`src/rtl/mult_pkg.sv`:
```
// Shared types and constants for the sequential MULT/MULTU unit.
package mult_pkg;

    typedef enum logic [2:0] {
        IDLE,
        NEG_A,
        NEG_B,
        MUL,
        FIX_LO,
        FIX_HI,
        DONE
    } state_t;

    localparam int DEFAULT_BITS = 32;
    localparam int CNT_W        = $clog2(DEFAULT_BITS);

    // Iteration counter width for an arbitrary operand width (never below 1 bit).
    function automatic int cnt_width(input int bits);
        return (bits > 1) ? $clog2(bits) : 1;
    endfunction

endpackage

```
`src/rtl/mult_sequencer_full_adder.sv`:
```
// Ripple-carry adder shared by every arithmetic step of the multiplier.
module FullAdder #(
    parameter int BITS = 32
) (
    input  logic [BITS-1:0] a,
    input  logic [BITS-1:0] b,
    input  logic            carry_in,
    output logic [BITS-1:0] sum,
    output logic            carry_out
);

    logic [BITS:0] carry;

    assign carry[0] = carry_in;

    generate
        for (genvar gi = 0; gi < BITS; gi++) begin : g_bit
            assign sum[gi]       = a[gi] ^ b[gi] ^ carry[gi];
            assign carry[gi + 1] = (a[gi] & b[gi]) | (carry[gi] & (a[gi] ^ b[gi]));
        end
    endgenerate

    assign carry_out = carry[BITS];

endmodule

```
`src/rtl/mult_sequencer.sv`:
```
// Fixed-latency sign-magnitude shift-add multiplier producing a 2*BITS HI/LO product.
module mult_sequencer
    import mult_pkg::*;
#(
    parameter int BITS = 32
) (
    input  logic            clk,
    input  logic            reset,
    input  logic            in_valid,
    output logic            in_ready,
    input  logic [BITS-1:0] a,
    input  logic [BITS-1:0] b,
    input  logic            is_signed,
    output logic            out_valid,
    input  logic            out_ready,
    output logic [BITS-1:0] hi,
    output logic [BITS-1:0] lo,
    output logic            busy
);

    localparam int CNT_BITS = cnt_width(BITS);

    state_t                state_reg;
    logic [BITS-1:0]       mcand_reg;
    logic [BITS-1:0]       hi_reg;
    logic [BITS-1:0]       lo_reg;
    logic [CNT_BITS-1:0]   count_reg;
    logic                  sa_reg;
    logic                  sb_reg;
    logic                  neg_res_reg;
    logic                  cflag_reg;

    logic [BITS-1:0]       add_a;
    logic [BITS-1:0]       add_b;
    logic                  add_cin;
    logic [BITS-1:0]       add_sum;
    logic                  add_carry;

    FullAdder #(.BITS(BITS)) u_add (
        .a         (add_a),
        .b         (add_b),
        .carry_in  (add_cin),
        .sum       (add_sum),
        .carry_out (add_carry)
    );

    // Negation is ~x + 1 through the adder; pass-through is x + 0 so every state costs one cycle.
    always_comb begin
        add_a   = '0;
        add_b   = '0;
        add_cin = 1'b0;
        case (state_reg)
            NEG_A: begin
                add_a   = sa_reg ? ~mcand_reg : mcand_reg;
                add_cin = sa_reg;
            end
            NEG_B: begin
                add_a   = sb_reg ? ~lo_reg : lo_reg;
                add_cin = sb_reg;
            end
            MUL: begin
                add_a = hi_reg;
                add_b = lo_reg[0] ? mcand_reg : '0;
            end
            FIX_LO: begin
                add_a   = neg_res_reg ? ~lo_reg : lo_reg;
                add_cin = neg_res_reg;
            end
            FIX_HI: begin
                add_a   = neg_res_reg ? ~hi_reg : hi_reg;
                add_cin = neg_res_reg & cflag_reg;
            end
            default: begin
                add_a   = '0;
                add_b   = '0;
                add_cin = 1'b0;
            end
        endcase
    end

    always_comb begin
        in_ready  = (state_reg == IDLE);
        busy      = (state_reg != IDLE);
        out_valid = (state_reg == DONE);
        hi        = hi_reg;
        lo        = lo_reg;
    end

    always_ff @(posedge clk) begin
        if (reset) begin
            state_reg   <= IDLE;
            mcand_reg   <= '0;
            hi_reg      <= '0;
            lo_reg      <= '0;
            count_reg   <= '0;
            sa_reg      <= 1'b0;
            sb_reg      <= 1'b0;
            neg_res_reg <= 1'b0;
            cflag_reg   <= 1'b0;
        end else begin
            case (state_reg)
                IDLE: begin
                    if (in_valid) begin
                        mcand_reg   <= a;
                        lo_reg      <= b;
                        hi_reg      <= '0;
                        count_reg   <= '0;
                        sa_reg      <= is_signed & a[BITS-1];
                        sb_reg      <= is_signed & b[BITS-1];
                        neg_res_reg <= is_signed & (a[BITS-1] ^ b[BITS-1]);
                        state_reg   <= NEG_A;
                    end
                end
                NEG_A: begin
                    mcand_reg <= add_sum;
                    state_reg <= NEG_B;
                end
                NEG_B: begin
                    lo_reg    <= add_sum;
                    state_reg <= MUL;
                end
                MUL: begin
                    // Multiplier bits shift out of lo as product bits shift in from hi.
                    {hi_reg, lo_reg} <= {add_carry, add_sum, lo_reg[BITS-1:1]};
                    if (count_reg == CNT_BITS'(BITS - 1)) begin
                        count_reg <= '0;
                        state_reg <= FIX_LO;
                    end else begin
                        count_reg <= count_reg + CNT_BITS'(1);
                    end
                end
                FIX_LO: begin
                    lo_reg    <= add_sum;
                    cflag_reg <= add_carry;
                    state_reg <= FIX_HI;
                end
                FIX_HI: begin
                    hi_reg    <= add_sum;
                    state_reg <= DONE;
                end
                DONE: begin
                    if (out_ready) begin
                        state_reg <= IDLE;
                    end
                end
                default: state_reg <= IDLE;
            endcase
        end
    end

endmodule
```
`config.mk`:
```
export PLATFORM = sky130hd
export DESIGN_NAME = mult_sequencer
export DESIGN_NICKNAME = d
export VERILOG_FILES = /design/src/rtl/mult_pkg.sv /design/src/rtl/mult_sequencer_full_adder.sv /design/src/rtl/mult_sequencer.sv
export SDC_FILE = /design/constraint.sdc
export NUM_CORES = 1
export LEC_CHECK = 0
export CORE_UTILIZATION = 45
export CTS_CLUSTER_DIAMETER = 100
export DETAILED_ROUTE_END_ITERATION = 6
export DONT_BUFFER_PORTS = 1
export GPL_TIMING_DRIVEN = 1
export PLACE_DENSITY = 0.68
export SLEW_MARGIN = 20
export SYNTH_ARGS = -nofsm -noshare
export SYNTH_HDL_FRONTEND = slang
export SYNTH_SLANG_ARGS = --single-unit
```
`constraint.sdc`:
```
create_clock -name clk -period 26.9 [get_ports clk]
set_input_delay 5.38 -clock clk [delete_from_list [all_inputs] [get_ports clk]]
set_output_delay 5.38 -clock clk [all_outputs]
set_load 0.02 [all_outputs]
```
==> impl_summary.log, run 1 <==
[metrics] status: finished, final reports clean
[metrics] cell with the most instances after synthesis: sky130_fd_sc_hd__nand2_1
[metrics] post-detailed-route wirelength per cell: 23.5 um
[metrics] synthesized cell area: 9080 sq um
[metrics] share of layout cells above drive strength 1: 11.2%
[metrics] transition time of the tightest slew-check pin: 1040 ps
[metrics] biggest area contributors in the synthesized netlist: sky130_fd_sc_hd__dfxtp_1 (24%), sky130_fd_sc_hd__xor2_1 (11%), sky130_fd_sc_hd__fa_1 (7.1%)
[metrics] area share of xor/xnor cells in the synthesized design: 12.7%
[metrics] most used flip-flop cell after synthesis: sky130_fd_sc_hd__dfxtp_1
[metrics] number of remaining DRC errors: 0
[metrics] setup-violating endpoint count in the final report: 0
[metrics] sequential-to-total area share from yosys stat: 23.8%
[metrics] final max-slew violation count: 0
[metrics] Crit path arrival time: 17910 ps
[metrics] number of fill cells in the layout: 1944
[metrics] post-synthesis cell type with the largest combined area: sky130_fd_sc_hd__dfxtp_1
[metrics] hold-fix buffers at CTS: 0
[metrics] Critical Path Source: state_reg[0]
[metrics] total congestion overflow: 0
[metrics] worst-case register-to-register setup slack: 9240 ps
[metrics] kind of path behind the tightest hold check: reg -> reg
[metrics] area overhead of the layout relative to synthesis: 3.94%
[metrics] core outline area: 19600 sq um
[metrics] Synth Net Count: 1238
[metrics] fraction of the mapped netlist area in adder cells: 7.61%
[metrics] Tmin final: 17660 ps
[metrics] die area: 20700 sq um
[metrics] HPWL after detailed placement: 19600 um
[metrics] DR vias: 8616
[metrics] net count reported at finish: 1148
[metrics] final worst path period share: 65.7%
[metrics] Pwr Density: 80.9 nW/um^2
[metrics] count of flip-flops with a built-in enable after synthesis: 0
[metrics] Cells after Synth: 1133
[metrics] Data required, critical path: 27150 ps
[metrics] worst setup slack after placement: 9330 ps
[metrics] first drt pass iteration count: 5
[metrics] dominant combinational cell family by area after synthesis: compound AO/OA/AOI/OAI gates
[metrics] reported max-cap violation count: 0
[metrics] final WL: 30800 um
[metrics] TritonCTS buffer count: 9
[metrics] number of instances resized during post-cts repair: 0
[metrics] number of warnings reported in the yosys synthesis log: 0
[metrics] fraction of the mapped netlist area in simple logic gates: 15.6%
[metrics] clock sink count: 108
[metrics] standard-cell row count: 51
[metrics] maximum achievable frequency: 0.0566 GHz
[metrics] critical path startpoint category: flop
[metrics] sum of negative setup slack: 0 ps
[metrics] top cells by instance count after synthesis: sky130_fd_sc_hd__nand2_1 (143), sky130_fd_sc_hd__a21oi_1 (120), sky130_fd_sc_hd__xor2_1 (115)
[metrics] port buffer count: 0
[metrics] FF-to-FF path depth: 42
[metrics] clock network latency to the later pin of the worst-skew pair: 370 ps
[metrics] ys async rst share: 0%
[metrics] level count of the clock H-tree: 3
[metrics] maximum buffer depth of the clock tree: 2
[metrics] starting density of the core: 46.3%
[metrics] buffer type at the clock tree root: sky130_fd_sc_hd__clkbuf_16
[metrics] via count normalized by instance count: 6.56
[metrics] count of placed standard cells in the final layout, fillers left out: 1313
[metrics] worst setup slack after layout: 9240 ps
[metrics] global router's overall resource usage: 30.1%
[metrics] number of distinct standard cells referenced by the synthesized netlist: 49
[metrics] DRC violation total after the first TritonRoute iteration: 942
[metrics] width of the die: 144 um
[metrics] Clock Pin Slew Worst Setup and Hold Paths: 80 ps
[metrics] post-synthesis register bit count: 108
[metrics] DRT antenna net count: 0
[metrics] Crit. End Element: flop
[metrics] post-CTS setup repair buffer count: 0
[metrics] vias in the first global route: 8134
[metrics] largest fanout of any net on the critical path: 26
[metrics] capturing instance or port of the critical path: lo[31]
[metrics] complex-gate fraction of the synthesized area: 31.8%
[metrics] critical path's largest stage delay: 660 ps
[metrics] CTS tree: yes
[metrics] slowest cell on the critical path: sky130_fd_sc_hd__dfxtp_2
[metrics] final hold vios: 0
[metrics] proportion of synthesized area in mux cells: 1.87%
[metrics] endpoint of the most critical register-to-register path: lo[31]
[metrics] Chip Height: 144 um
[metrics] RR Startpoint: state_reg[0]
[metrics] number of I/O pins: 136
[metrics] Clock Skew: 11.4 ps
[metrics] gp weighted congestion: 0.860
[metrics] crit-path most repeated cell: sky130_fd_sc_hd__fa_1
[metrics] maximum vdd drop: 0.0402 mV
[metrics] number of antenna violations at the first check in global routing: 1
[metrics] Inst Count DP: 1297
[metrics] smallest hold slack: 461 ps
[metrics] setup repair after global routing missed its margin: false
[metrics] first-pass GRT wire length: 47700 um
[metrics] relative slew slack: 30.4%
[metrics] maximum number of pins on one net before global-route repair: 79
[metrics] category of the most critical setup path: reg -> reg
[metrics] HP Start: cflag_reg
[metrics] share of the synthesized area in the top cell type: 23.8%
[metrics] mean instance size in the synthesized netlist: 8.01 sq um
[metrics] Pleak: 3.85 nW
metal layers:
| layer | GRT usage (%) | share of wire [%] |
|---|---|---|
| met1 | 38.7 | 41 |
| met2 | 49.1 | 47 |
| met3 | 7.81 | 10 |
| met4 | 8.90 | 2.2 |
| met5 | 0 | 0 |
logic make-up (layout without fill, tap and decap cells):
group / count (synthesis) / in the layout
AND/OR/NAND/NOR: 308 / 308
XOR/XNOR: 132 / 132
multiplexers: 17 / 17
flip-flops: 108 / 108
buffers and inverters: 133 / 47
other: 0 / 1
AO/OA/AOI/OAI: 399 / 399
adder cells (fa/ha/maj): 36 / 36
per-stage QoR:
step,cell area [sq um],utilization [%],power (mW)
floorplan,9080,-,0.519
global placement,9070,46.3,0.592
detailed placement,9080,46.4,0.600
CTS,9430,48.2,0.760
global route,9440,48.2,0.802
finish,9440,48.2,0.763
worst max-delay path, delay by kind of cell (launching register included):
kind,cells,cell delay [ps]
AND/OR/NAND/NOR,4,990
adder cells (fa/ha/maj),32,14860
buffers and inverters,2,480
AO/OA/AOI/OAI,4,530
flip-flops,1,660
report_power, final:
group / switching [mW] / internal [mW]
logic: 0.177 / 0.133
clock network: 0.0672 / 0.0930
registers: 0.0970 / 0.196
total: 0.341 / 0.422
area by class of cell:
class	instances	area (sq um)	area share, %
repair buffers	26	195	2.07
clock buffers	11	275	2.92
diodes	1	2.50	0.0265
flip-flops and latches	108	2180	23.1
clock inverters	4	75.1	0.796
well taps	265	332	3.51
inverters	6	22.5	0.239
multi-input cells	892	6360	67.4
how the worst min path moves through the flow:
stage	slack [ps]	endpoint	depth (start not counted)
2_1_floorplan	440	cflag_reg	2
3_3_place_gp	450	cflag_reg	2
3_5_place_dp	450	cflag_reg	2
4_1_cts	460	cflag_reg	2
5_1_grt	490	cflag_reg	2
6_report	460	cflag_reg	2
layout by cell type (no fill, tap or decap), types with 2 or more instances in the layout:
master,count
sky130_fd_sc_hd__nor2b_2,4
sky130_fd_sc_hd__o21ai_0,59
sky130_fd_sc_hd__o2111ai_1,14
sky130_fd_sc_hd__a211oi_1,8
sky130_fd_sc_hd__nand3_1,22
sky130_fd_sc_hd__and2_1,3
sky130_fd_sc_hd__a31oi_1,2
sky130_fd_sc_hd__clkinv_1,2
sky130_fd_sc_hd__a221o_1,16
sky130_fd_sc_hd__a21oi_1,120
sky130_fd_sc_hd__fa_1,32
sky130_fd_sc_hd__o211ai_1,2
sky130_fd_sc_hd__a211oi_2,24
sky130_fd_sc_hd__a21o_1,33
sky130_fd_sc_hd__ha_1,4
sky130_fd_sc_hd__xnor2_1,17
sky130_fd_sc_hd__or3_1,2
sky130_fd_sc_hd__nand2b_1,4
sky130_fd_sc_hd__dfxtp_2,3
sky130_fd_sc_hd__o21a_1,3
sky130_fd_sc_hd__nor3b_2,2
sky130_fd_sc_hd__and3_1,34
sky130_fd_sc_hd__nand2_1,143
sky130_fd_sc_hd__a32o_1,31
sky130_fd_sc_hd__buf_4,26
sky130_fd_sc_hd__nor2_1,50
sky130_fd_sc_hd__a22oi_1,16
sky130_fd_sc_hd__o221a_2,32
sky130_fd_sc_hd__nor3_1,32
sky130_fd_sc_hd__xor2_1,115
sky130_fd_sc_hd__o22ai_1,36
sky130_fd_sc_hd__bufinv_16,2
sky130_fd_sc_hd__dfxtp_1,102
sky130_fd_sc_hd__inv_1,3
sky130_fd_sc_hd__dfxtp_4,3
sky130_fd_sc_hd__clkbuf_16,11
sky130_fd_sc_hd__mux2i_1,17
Power figures use the tool's default switching activity.
==> run 2, diff against run 1 <==
PLACE_DENSITY = 0.7   (was 0.68)
clock period = 15.2 ns   (was 26.9 ns; I/O delays follow)
==> run 2 against run 1 <==
Effect of this change:
- total power grew 75%
- clock power increased by 57%
- worst setup slack worse by 8800 ps
- final cell count increased by 1.3%
- register-to-register slack got worse by 8800 ps
- sequential cell count unchanged
- clock skew up 1.3 ps
- fmax grew 19%
- largest cell class unchanged
- hold slack gained 18 ps
- cell area grew 1.8%
==> impl_summary.log, run 2 (same netlist as run 1, synthesis figures left out) <==
[metrics] status: finished, final reports clean
[metrics] maximum vdd drop: 0.0887 mV (+120%)
[metrics] level count of the clock H-tree: 3 (unchanged)
[metrics] first-pass GRT wire length: 49200 um (+3.2%)
[metrics] RR Startpoint: state_reg[1]
[metrics] first drt pass iteration count: 5 (unchanged)
[metrics] post-route cell area: 9610 sq um (+1.8%)
[metrics] DRC violation total after the first TritonRoute iteration: 1047 (+11%)
[metrics] slowest cell on the critical path: sky130_fd_sc_hd__fa_2
[metrics] relative slew slack: 42.5% (+12 points)
[metrics] total congestion overflow: 0 (unchanged)
[metrics] Clock Pin Slew Worst Setup and Hold Paths: 80 ps (about the same)
[metrics] starting density of the core: 46.3% (unchanged)
[metrics] net count reported at finish: 1165 (+1.5%)
[metrics] area overhead of the layout relative to synthesis: 5.83%
[metrics] wire length on met3: 2980 um (-6.3%)
[metrics] critical path startpoint category: flop
[metrics] kind of path behind the tightest hold check: reg -> reg
[metrics] CTS tree: yes
[metrics] share of layout cells above drive strength 1: 15.9% (+4.7 points)
[metrics] clock network latency to the later pin of the worst-skew pair: 370 ps (about the same)
[metrics] number of fill cells in the layout: 1918 (-1.3%)
[metrics] via count normalized by instance count: 6.56 (about the same)
[metrics] critical path's largest stage delay: 460 ps (-200 ps)
[metrics] crit-path most repeated cell: sky130_fd_sc_hd__fa_2
[metrics] buffer type at the clock tree root: sky130_fd_sc_hd__clkbuf_16
[metrics] Pleak: 3.96 nW (+2.7%)
[metrics] total placed instance area: 9270 sq um (+2.1%)
[metrics] clock sink count: 108 (unchanged)
[metrics] global router's overall resource usage: 30.9% (+0.87 points)
[metrics] standard-cell row count: 51 (unchanged)
[metrics] category of the most critical setup path: reg -> reg
[metrics] HPWL after detailed placement: 19700 um (+0.71%)
[metrics] total power draw: 1.34 mW (+75%)
[metrics] top layer in use: met4
[metrics] width of the die: 144 um (unchanged)
[metrics] final hold vios: 0 (unchanged)
[metrics] vias in the first global route: 8682 (+6.7%)
[metrics] Crit. End Element: flop
[metrics] Critical Path Source: state_reg[1]
[metrics] Multi-input gate area: 6430 sq um (+1.1%)
[metrics] number of antenna violations at the first check in global routing: 0 (-1)
[metrics] final worst path period share: 97.4% (+32 points)
[metrics] most common library cell in the layout ignoring fill and taps: sky130_fd_sc_hd__nand2_1
[metrics] port buffer count: 0 (unchanged)
[metrics] core outline area: 19600 sq um (unchanged)
[metrics] reported max-cap violation count: 0 (unchanged)
[metrics] number of buffer and inverter instances along the worst setup path: 1 (-1)
[metrics] largest fanout of any net on the critical path: 10 (-62%)
[metrics] post-CTS setup repair buffer count: 0 (unchanged)
[metrics] Tmin final: 14800 ps (-2860 ps)
[metrics] commonest cells after routing, fill and taps aside: sky130_fd_sc_hd__nand2_1 (142), sky130_fd_sc_hd__a21oi_1 (120), sky130_fd_sc_hd__xor2_1 (115)
[metrics] sum of negative setup slack: 0 ps (unchanged)
[metrics] post-detailed-route wirelength per cell: 23.6 um (+0.27%)
[metrics] instance count on the critical path: 41 (-2.4%)
[metrics] endpoint of the most critical register-to-register path: lo[31]
[metrics] number of I/O pins: 136 (unchanged)
[metrics] gp weighted congestion: 0.931 (+8.3%)
[metrics] total routed wire length on the met1 layer: 12600 um (-0.45%)
[metrics] Clock Skew: 12.7 ps (+1.33 ps)
[metrics] Data required, critical path: 15450 ps (-11700 ps)
[metrics] setup-violating endpoint count in the final report: 0 (unchanged)
[metrics] maximum number of pins on one net before global-route repair: 73 (-7.6%)
[metrics] number of remaining DRC errors: 0 (unchanged)
[metrics] maximum achievable frequency: 0.0676 GHz (+19%)
[metrics] DR vias: 8723 (+1.2%)
[metrics] Pwr Density: 139 nW/um^2 (+72%)
[metrics] FF-to-FF path depth: 41 (-2.4%)
[metrics] maximum buffer depth of the clock tree: 2 (unchanged)
[metrics] met2 layer wire length in the routed design: 14800 um (+2.7%)
[metrics] Crit path arrival time: 15050 ps (-2860 ps)
[metrics] final WL: 31300 um (+1.6%)
[metrics] cell class contributing the biggest share of worst-path delay: adder cells
[metrics] transition time of the tightest slew-check pin: 863 ps (-181 ps)
[metrics] die area: 20700 sq um (unchanged)
[metrics] setup repair after global routing missed its margin: false
[metrics] final max-slew violation count: 0 (unchanged)
[metrics] capturing instance or port of the critical path: lo[31]
[metrics] Chip Height: 144 um (unchanged)
[metrics] number of antenna diodes: 0 (-1)
[metrics] DRT antenna net count: 0 (unchanged)
[metrics] worst-case register-to-register setup slack: 400 ps (-8840 ps)
[metrics] register cell area after layout: 2180 sq um (+0.11%)
[metrics] TritonCTS buffer count: 9 (unchanged)
-- run 2: changes by cell type in the layout (fill, tap and decap cells not counted), sizes merged --
| cell | delta |
|---|---|
| diode | -1 |
| inv | -1 |
| buf | +17 |
| clkinv | +3 |
| clkbuf | +1 |
| bufinv | -2 |
-- run 2: per-layer routing --
metal / global-route usage (%) / up-vias
met5: 0 / -
met4: 14.1 / 0
met3: 7.25 / 92
met2: 50.5 / 451
met1: 38.5 / 4223
li1: - / 3957
-- run 2: where the power goes --
part	internal (mW)	leakage [nW]	switching [mW]	total, mW
clock network	0.131	0.154	0.120	0.251
logic	0.250	2.91	0.338	0.588
registers	0.347	0.894	0.150	0.497
total	0.728	3.96	0.609	1.34
-- run 2: timing repair --
item,in CTS,in global routing
pin swaps,0,1
endpoints found under the setup margin,1,5
hold buffers,0,0
resized for setup,1,10
-- run 2: cell type report --
type / instances / area share, %
Clock buffer: 12 / 2.89
Multi-Input combinational cell: 892 / 66.9
Clock inverter: 4 / 0.286
Timing Repair Buffer: 43 / 3.53
Inverter: 6 / 0.234
Sequential cell: 108 / 22.7
Tap cell: 265 / 3.45
-- run 2: through the flow --
stage | worst slack (ps) | hold slack (ps) | std cells | utilization (%)
2_1_floorplan | 40.6 | 436 | 1133 | -
3_3_place_gp | 86.8 | 454 | 1313 | 47.2
3_5_place_dp | 31.9 | 465 | 1314 | 47.3
4_1_cts | 4.42 | 476 | 1330 | 48.9
5_1_grt | 5.27 | 500 | 1330 | 49.0
6_report | 401 | 479 | 1330 | 49.0
-- run 2: how the worst min path moves through the flow --
stage                     depth (start not counted)      endpoint          from  slack (ps)
after floorplan                                   2     cflag_reg     cflag_reg         440
after global placement                            2     cflag_reg     cflag_reg         450
after detailed placement                          2  count_reg[4]  count_reg[4]         460
after CTS                                         2  count_reg[4]  count_reg[4]         480
after global routing                              2     cflag_reg     cflag_reg         500
final                                             2  count_reg[4]  count_reg[4]         480
-- run 2: tightest hold or removal path, delay by kind of cell, from the launching register on --
kind | cells | cell delay (ps)
DFF | 1 | 320
and+or+nand+nor | 1 | 60
AOI/OAI and AO/OA | 1 | 60
==> run 3, diff against run 2 <==
DONT_BUFFER_PORTS = unset   (was 1)
PLACE_DENSITY = 0.79   (was 0.7)
==> run 3 against run 2 <==
Effect of this change:
- wire length is 1.1% higher
- sequential share of layout area is 2.8 points lower
- register-to-register slack hardly changed
- via count is 7.6% higher
- core utilization is 6.9 points higher
- clock power is 7% lower
- clock skew is 6.3 ps lower
- final cell count is 11% higher
- critical path depth stayed put
- worst setup slack worse by 4.1 ps
- critical endpoint unchanged
- highest routed layer unchanged
==> impl_summary.log, run 3 (same netlist as run 1, synthesis figures left out) <==
[metrics] status: finished, final reports clean
[metrics] kind of path behind the tightest hold check: reg -> reg
[metrics] number of remaining DRC errors: 0 (unchanged)
[metrics] clock network latency to the later pin of the worst-skew pair: 360 ps (about the same)
[metrics] clock sink count: 108 (unchanged)
[metrics] net count reported at finish: 1305 (+12%)
[metrics] maximum buffer depth of the clock tree: 2 (unchanged)
[metrics] maximum vdd drop: 0.0778 mV (-12%)
[metrics] NetSw: 0.623 mW (+2.4%)
[metrics] first drt pass iteration count: 5 (unchanged)
[metrics] category of the most critical setup path: reg -> reg
[metrics] final max-slew violation count: 0 (unchanged)
[metrics] setup-violating endpoint count in the final report: 0 (unchanged)
[metrics] post-detailed-route wirelength per cell: 21.5 um (-8.5%)
[metrics] Sequential Power Share: 31.2% (-6.0 points)
[metrics] Crit path arrival time: 15060 ps (about the same)
[metrics] clock network power share: 16.4% (-2.4 points)
[metrics] largest fanout of any net on the critical path: 7 (-3)
[metrics] critical path's largest stage delay: 460 ps (about the same)
[metrics] standard-cell row count: 51 (unchanged)
[metrics] share of layout cells above drive strength 1: 14.0% (-1.8 points)
[metrics] crit-path most repeated cell: sky130_fd_sc_hd__fa_2
[metrics] final WL: 31700 um (+1.1%)
[metrics] number of I/O pins: 136 (unchanged)
[metrics] critical path startpoint category: flop
[metrics] final hold vios: 0 (unchanged)
[metrics] starting density of the core: 46.3% (unchanged)
[metrics] vias in the first global route: 9296 (+7.1%)
[metrics] DRC violation total after the first TritonRoute iteration: 1095 (+4.6%)
[metrics] total power draw: 1.42 mW (+6.5%)
[metrics] number of antenna diodes: 0 (unchanged)
[metrics] Critical Path Source: state_reg[2]
[metrics] HP Start: count_reg[4]
[metrics] FF-to-FF path depth: 41 (unchanged)
[metrics] via count normalized by instance count: 6.38 (-2.7%)
[metrics] buffer type at the clock tree root: sky130_fd_sc_hd__clkbuf_16
[metrics] hold-fix buffers at CTS: 0 (unchanged)
[metrics] global router's overall resource usage: 31.1% (+0.14 points)
[metrics] number of antenna violations at the first check in global routing: 0 (unchanged)
[metrics] DR vias: 9382 (+7.6%)
[metrics] relative slew slack: 32.5% (-10 points)
[metrics] Pwr Density: 130 nW/um^2 (-6.6%)
[metrics] gp weighted congestion: 0.866 (-6.9%)
[metrics] area overhead of the layout relative to synthesis: 20.6%
[metrics] maximum achievable frequency: 0.0676 GHz (about the same)
[metrics] final worst path period share: 97.4% (about the same)
[metrics] HPWL after detailed placement: 19800 um (+0.29%)
[metrics] reported max-cap violation count: 0 (unchanged)
[metrics] Data required, critical path: 15450 ps (about the same)
[metrics] core outline area: 19600 sq um (unchanged)
[metrics] Tmin final: 14800 ps (+4.12 ps)
[metrics] DRT antenna net count: 0 (unchanged)
[metrics] TritonCTS buffer count: 9 (unchanged)
[metrics] first-pass GRT wire length: 49900 um (+1.3%)
[metrics] maximum number of pins on one net before global-route repair: 59 (-19%)
[metrics] number of fill cells in the layout: 1769 (-7.8%)
[metrics] transition time of the tightest slew-check pin: 1010 ps (+149 ps)
[metrics] logic gate share of total power: 52.4% (+8.4 points)
[metrics] Clock Pin Slew Worst Setup and Hold Paths: 80 ps (about the same)
[metrics] final design utilization: 55.9% (+6.9 points)
[metrics] Sw Ratio: 43.8% (-1.8 points)
[metrics] Chip Height: 144 um (unchanged)
[metrics] width of the die: 144 um (unchanged)
[metrics] slowest cell on the critical path: sky130_fd_sc_hd__fa_2
[metrics] die area: 20700 sq um (unchanged)
[metrics] Internal: 0.800 mW (+9.9%)
[metrics] Crit. End Element: flop
[metrics] most common library cell in the layout ignoring fill and taps: sky130_fd_sc_hd__nand2_1
[metrics] number of cells on the worst hold path: 2 (unchanged)
[metrics] Clock Skew: 6.44 ps (-6.27 ps)
[metrics] port buffer count: 135 (+135)
[metrics] total congestion overflow: 0 (unchanged)
[metrics] Pleak: 4.46 nW (+13%)
[metrics] CTS tree: yes
[metrics] commonest cells after routing, fill and taps aside: sky130_fd_sc_hd__nand2_1 (142), sky130_fd_sc_hd__clkdlybuf4s50_1 (134), sky130_fd_sc_hd__a21oi_1 (120)
[metrics] setup repair after global routing missed its margin: false
[metrics] level count of the clock H-tree: 3 (unchanged)
[metrics] RR Startpoint: state_reg[2]
## run 3: cell types whose count changed in the layout (fill, tap and decap cells not counted), moves of 2 or more
cell | before | now
sky130_fd_sc_hd__clkinv_2 | 2 | 0
sky130_fd_sc_hd__clkdlybuf4s50_1 | 0 | 134
sky130_fd_sc_hd__buf_4 | 41 | 47
sky130_fd_sc_hd__clkbuf_1 | 0 | 4
## run 3: worst max-delay path, delay by kind of cell (launching register included)
kind | cells | cell delay [ps]
AO/OA/AOI/OAI | 4 | 490
adder cells (fa/ha/maj) | 32 | 13100
buffers and inverters | 2 | 230
flip-flops | 1 | 380
AND/OR/NAND/NOR | 3 | 470
## run 3: through the flow
| step | setup TNS (ps) | instances | instance area (sq um) | hold WS, ps | setup slack [ps] |
|---|---|---|---|---|---|
| 2_1_floorplan | 0 | 1133 | 9150 | 436 | 40.6 |
| 3_3_place_gp | 0 | 1449 | 10600 | 454 | 72.5 |
| 3_5_place_dp | -5.32 | 1449 | 10600 | 477 | -5.32 |
| 4_1_cts | 0 | 1465 | 10900 | 486 | 53.4 |
| 5_1_grt | 0 | 1470 | 11000 | 531 | 24.9 |
| 6_report | 0 | 1470 | 11000 | 487 | 397 |
## run 3: final cells by class
type,instances,area [sq um],area share (%)
Tap cell,265,332,3.03
Clock buffer,15,268,2.45
Inverter,6,22.5,0.206
Clock inverter,1,6.26,0.0571
Sequential cell,108,2180,19.9
Multi-Input combinational cell,892,6440,58.8
Timing Repair Buffer,183,1700,15.6
## run 3: path summary, 6_finish.rpt
| check | to | slack, ps |
|---|---|---|
| worst min register to register | count_reg[4] | 490 |
| worst min-delay path | count_reg[4] | 490 |
| worst max-delay path | lo[31] | 400 |
| worst max register to register | lo[31] | 400 |
## run 3: timing repair
| item | 4_1_cts | 5_1_grt |
|---|---|---|
| pin swaps | 0 | 1 |
| setup buffers | 0 | 5 |
| setup endpoints to repair | 2 | 5 |
| gates resized for setup | 2 | 10 |
## run 3: metal layers
layer  up-vias  share of wire (%)  track usage, %
met5         -                  0               0
met4         0                3.6            14.6
met3       103                 11            6.09
met2       591                 46            50.6
met1      4457                 39            39.4
li1       4231                  -               -
## run 3: power groups by stage
stage	Sequential [mW]	Clock, mW	Combinational [mW]
detailed placement	0.448	0	0.725
global route	0.452	0.246	0.797
finish	0.444	0.233	0.745
global placement	0.446	0	0.710
CTS	0.442	0.235	0.729
floorplan	0.467	0	0.458
